==> src/rtl/clkdiv_period_meter.sv <==
// Measures the half-period of an asynchronous square wave in clk cycles and reports it
// as a divider limit (H-1), with lock detection against the previous measurement.
module clkdiv_period_meter #(
  parameter int unsigned BITLEN = 8,
  parameter int unsigned TOL    = 1
) (
  input  logic              clk,
  input  logic              rst,
  input  logic              sig_in,
  output logic [BITLEN-1:0] lim,
  output logic              valid,
  output logic              locked,
  output logic              ovf
);

  typedef enum logic [1:0] {
    IDLE,
    COUNT,
    OVF
  } state_t;

  localparam logic [BITLEN-1:0] CNT_MAX = '1;
  localparam logic [BITLEN:0]   TOL_V   = (BITLEN+1)'(TOL);

  state_t            state, state_nx;
  logic              s1, s2, s3;
  logic              sig_edge;
  logic [BITLEN-1:0] cnt, cnt_nx;
  logic [BITLEN-1:0] prev, prev_nx;
  logic              have_prev, have_prev_nx;
  logic [BITLEN-1:0] lim_nx;
  logic              valid_nx, locked_nx, ovf_nx;
  logic              cnt_max;
  logic [BITLEN:0]   diff;
  logic              within_tol;

  assign sig_edge = s2 ^ s3;
  assign cnt_max  = (cnt == CNT_MAX);

  always_comb begin
    if (cnt >= prev) diff = {1'b0, cnt} - {1'b0, prev};
    else             diff = {1'b0, prev} - {1'b0, cnt};
  end

  assign within_tol = (diff <= TOL_V);

  always_ff @(posedge clk) begin
    if (!rst) begin
      state <= IDLE;
    end else begin
      state <= state_nx;
    end
  end

  always_comb begin
    state_nx = state;
    case (state)
      IDLE:    if (sig_edge) state_nx = COUNT;
      COUNT:   if (!sig_edge && cnt_max) state_nx = OVF;
      OVF:     if (sig_edge) state_nx = COUNT;
      default: state_nx = IDLE;
    endcase
  end

  // Next values of the registered outputs and measurement history.
  always_comb begin
    lim_nx       = lim;
    valid_nx     = 1'b0;
    locked_nx    = locked;
    ovf_nx       = ovf;
    prev_nx      = prev;
    have_prev_nx = have_prev;
    case (state)
      IDLE: begin
        have_prev_nx = 1'b0;
      end
      COUNT: begin
        if (sig_edge) begin
          lim_nx       = cnt;
          valid_nx     = 1'b1;
          prev_nx      = cnt;
          ovf_nx       = 1'b0;
          have_prev_nx = 1'b1;
          locked_nx    = have_prev ? within_tol : 1'b0;
        end else if (cnt_max) begin
          ovf_nx       = 1'b1;
          locked_nx    = 1'b0;
          have_prev_nx = 1'b0;
        end
      end
      default: ;
    endcase
  end

  always_comb begin
    if (sig_edge)     cnt_nx = '0;
    else if (cnt_max) cnt_nx = cnt;
    else              cnt_nx = cnt + 1'b1;
  end

  always_ff @(posedge clk) begin
    if (!rst) begin
      s1        <= 1'b0;
      s2        <= 1'b0;
      s3        <= 1'b0;
      cnt       <= '0;
      prev      <= '0;
      have_prev <= 1'b0;
      lim       <= '0;
      valid     <= 1'b0;
      locked    <= 1'b0;
      ovf       <= 1'b0;
    end else begin
      s1        <= sig_in;
      s2        <= s1;
      s3        <= s2;
      cnt       <= cnt_nx;
      prev      <= prev_nx;
      have_prev <= have_prev_nx;
      lim       <= lim_nx;
      valid     <= valid_nx;
      locked    <= locked_nx;
      ovf       <= ovf_nx;
    end
  end

endmodule
==> config.mk <==
export PLATFORM = sky130hd
export DESIGN_NAME = clkdiv_period_meter
export DESIGN_NICKNAME = d
export VERILOG_FILES = /design/src/rtl/clkdiv_period_meter.sv
export SDC_FILE = /design/constraint.sdc
export NUM_CORES = 1
export LEC_CHECK = 0
export CORE_ASPECT_RATIO = 0.9
export CORE_MARGIN = 4
export CORE_UTILIZATION = 52
export DETAILED_ROUTE_END_ITERATION = 7
export PLACE_DENSITY = 0.76
export SYNTH_ARGS = -nofsm -noshare
export SYNTH_HDL_FRONTEND = slang
export SYNTH_SLANG_ARGS = --single-unit
==> constraint.sdc <==
create_clock -name clk -period 2.3 [get_ports clk]
set_input_delay 0.69 -clock clk [delete_from_list [all_inputs] [get_ports clk]]
set_output_delay 0.69 -clock clk [all_outputs]
set_load 0.01 [all_outputs]
==> qor.csv <==
stage,metric,value,unit
route,dr_wl_met3,190,µm
clocking,cts_made_buffers,3,
global_routing,grt_pass1_wl,7058,µm
clocking,clock_latency,0.27,ns
timing,final.min_clock_period,2.180,ns
timing,max_freq,458.8,MHz
route,drtAntennaViolNets,0,
yosys,syn_area,1784,µm²
final_layout,fin_nets,276,
floorplanning,fp.dieH,63.57,µm
route,avgRoutedWirePerCell,13.86,µm
placement,placed_area,2086,µm²
yosys,ys_async_sr_fraction,0,%
yosys,synth_flop_cell,dfxtp_1,
global_routing,gr-total-overflow,0,
yosys,synth_area_leader_cell,dfxtp_1,
timing,final_hold_viol_count,0,
route,drt-initial-drc-count,118,
power,vdd.ir_drop.worst,0.4281,mV
timing,max_slew.worst_pin.slew,0.3856,ns
placement,dp_slack,0.02416,ns
floorplanning,core-area,3162,µm²
clocking,cts_sinks,25,
worst_setup_path,cp_data_required_time,2.51,ns
route,wl,4089,µm
route,vias,1628,
floorplanning,io_pins,14,
yosys,synth.top_cells.by_area,"dfxtp_1 28%, ha_1 12%, nand2_1 5.3%",
floorplanning,dieWidth,69.75,µm
yosys,avgSynthCellArea,8.110,µm²
global_routing,grt_pass1_vias,1534,
clocking,ctsHoldBuffers,0,
global_routing,grt_max_degree,14,
yosys,syn_inst,220,
global_routing,grt_usage,19.42,%
worst_setup_path,crit_fanout,3,
route,drt_first_pass_iters,4,
timing,finalSetupViolCount,0,
worst_setup_path,path_class,reg -> reg,
timing,finalMaxSlewViolations,0,
timing,fin_skew,0.004434,ns
route,drcViolationCount,0,
clocking,htreeDepth,1,
yosys,ys_seq_elements,25,
yosys,seq_area_frac_synth,28.05,%
worst_setup_path,crit_path_end_kind,flop,
status,outcome,"complete, no violations",
power,finalPower,0.8901,mW
global_routing,antenna_found_initial,0,
power,power_density,410.3,nW/µm²
route,dr.max_layer_used,met4,
clocking,root_buffer,clkbuf_8,
clocking,clock_tree.buffer_depth,2,
floorplanning,dieArea,4434,µm²
clocking,cts_tree,yes,
final_layout,diodes,0,
final_layout,drive_gt1_share,18.97,%
worst_setup_path,cp.arrival,2.39,ns
yosys,syn_nets,242,
floorplanning,initial_core_util,56.43,%
worst_setup_path,startpoint_type,flop,
yosys,synth_warnings,0,
job,cap_viol_max_count,0,
worst_hold_path,hold_path_class,reg -> reg,
clocking,path_clk_slew,0.08,ns
yosys,yosys.area.top_type_share,28.05,%
route,met1_length,1969,µm
placement,hpwlAfterDp,3209,µm
timing,tns,0,ns
power,cellLeakagePower,0.9249,nW
route,viasPerCell,5.519,
timing,fin_ws,0.1202,ns
timing,slew_headroom,74.09,%
yosys,ys_types,45,
route,wl_met2,1822,µm
final_layout,stdcell_area,2170,µm²
yosys,synth_edf_count,0,
timing,timing.final.crit_share,94.77,%
placement,globalplace.congestion,0.9506,
final_layout,syn_to_final_growth,21.60,%
placement,port_buffers,13,
floorplanning,rows,19,
==> final timing paths <==
path | startpoint | to | slack, ns | cells after the start
max | cnt[0]$_SDFFE_PP0N_ | locked$_SDFFE_PN0P_ | 0.12 | 9
min | s1$_SDFF_PN0_ | s2$_SDFF_PN0_ | 0.44 | 1
max reg2reg | cnt[0]$_SDFFE_PP0N_ | locked$_SDFFE_PN0P_ | 0.12 | 9
min reg2reg | s1$_SDFF_PN0_ | s2$_SDFF_PN0_ | 0.44 | 1
==> flip-flops by register name (all words and copies together), names as in the netlist <==
name and flops:
s2 1, locked 1, have_prev 1, ovf 1, valid 1, state 2, s3 1, cnt 8
prev 8, s1 1
==> report_power, final <==
group	leakage, nW	internal [mW]	total [mW]	switching [mW]
sequential	0.204	0.441	0.448	0.00670
clock	0.0228	0.124	0.254	0.130
combinational	0.698	0.0955	0.188	0.0927
total	0.925	0.661	0.890	0.230
==> kinds of logic (layout without fill, tap and decap cells) <==
family | count (synthesis) | in the layout | share of synthesized area, %
DFF | 25 | 25 | 28.05
and+or+nand+nor | 78 | 78 | 22.72
adders and majority gates | 19 | 19 | 14.17
xor gates and xnor gates | 10 | 10 | 4.909
AOI/OAI and AO/OA | 57 | 57 | 22.02
muxes | 2 | 2 | 1.122
buffers and inverters | 29 | 62 | 7.012
==> Yosys cell counts (all sizes together), types with 4 or more instances <==
master   n
a211oi   4
a21boi   8
a21o     7
a21oi   16
and2     6
dfxtp   25
ha      17
inv     23
nand2   26
nand2b   6
nand3   10
nor2    15
o21ai    6
xnor2    7
==> metal layers <==
layer | global-route usage [%] | vias to the layer above
met4 | 6.459 | 0
met5 | 0 | -
met2 | 29.76 | 49
met3 | 3.816 | 15
met1 | 27.24 | 744
li1 | - | 820
==> placed cells by master, fill, tap and decap left out, types with 2 or more instances in the layout <==
| cell type | count |
|---|---|
| a211oi_1 | 4 |
| a21boi_0 | 8 |
| a21o_1 | 7 |
| a21oi_1 | 13 |
| a21oi_2 | 3 |
| a31oi_1 | 3 |
| and2_1 | 6 |
| buf_4 | 22 |
| clkbuf_8 | 3 |
| clkdlybuf4s50_1 | 13 |
| dfxtp_1 | 21 |
| dfxtp_2 | 4 |
| fa_2 | 2 |
| ha_1 | 14 |
| ha_2 | 3 |
| inv_1 | 22 |
| mux2i_1 | 2 |
| nand2_1 | 25 |
| nand2b_1 | 6 |
| nand3_1 | 9 |
| nor2_1 | 14 |
| nor2b_1 | 2 |
| nor3_1 | 2 |
| nor3b_1 | 3 |
| o21ai_0 | 4 |
| o21ai_1 | 2 |
| o21bai_1 | 3 |
| or2_2 | 2 |
| xnor2_1 | 7 |
| xor2_1 | 3 |
==> critical path, stage by stage, from the launching register on <==
cell	delay, ns
dfxtp_2	0.35
inv_1	0.04
ha_1	0.18
inv_1	0.08
fa_2	0.42
or3_1	0.40
a2111oi_2	0.22
nand4b_1	0.16
o31ai_1	0.09
a41o_1	0.18
==> layout make-up <==
| type | count | area, µm² |
|---|---|---|
| Tap cell | 42 | 52.55 |
| Sequential cell | 25 | 505.5 |
| Multi-Input combinational cell | 166 | 1185 |
| Timing Repair Buffer | 35 | 295.3 |
| Clock buffer | 4 | 45.04 |
| Inverter | 23 | 86.33 |
| Fill cell | 267 | 992.2 |
==> per-stage QoR <==
stage	hold WS (ns)	utilization [%]	instances
after floorplan	0.4119	-	220
after global placement	0.4144	65.97	290
after detailed placement	0.4217	65.97	290
after CTS	0.4423	67.51	294
after global routing	0.4547	68.62	295
final	0.4373	68.62	295
==> repair_timing <==
action	4_1_cts	5_1_grt
resized for setup	1	15
setup endpoints to repair	1	1
gates cloned	0	0
hold endpoints to repair	0	0
setup buffers	0	1
pin swaps	0	7
Power figures use the tool's default switching activity.
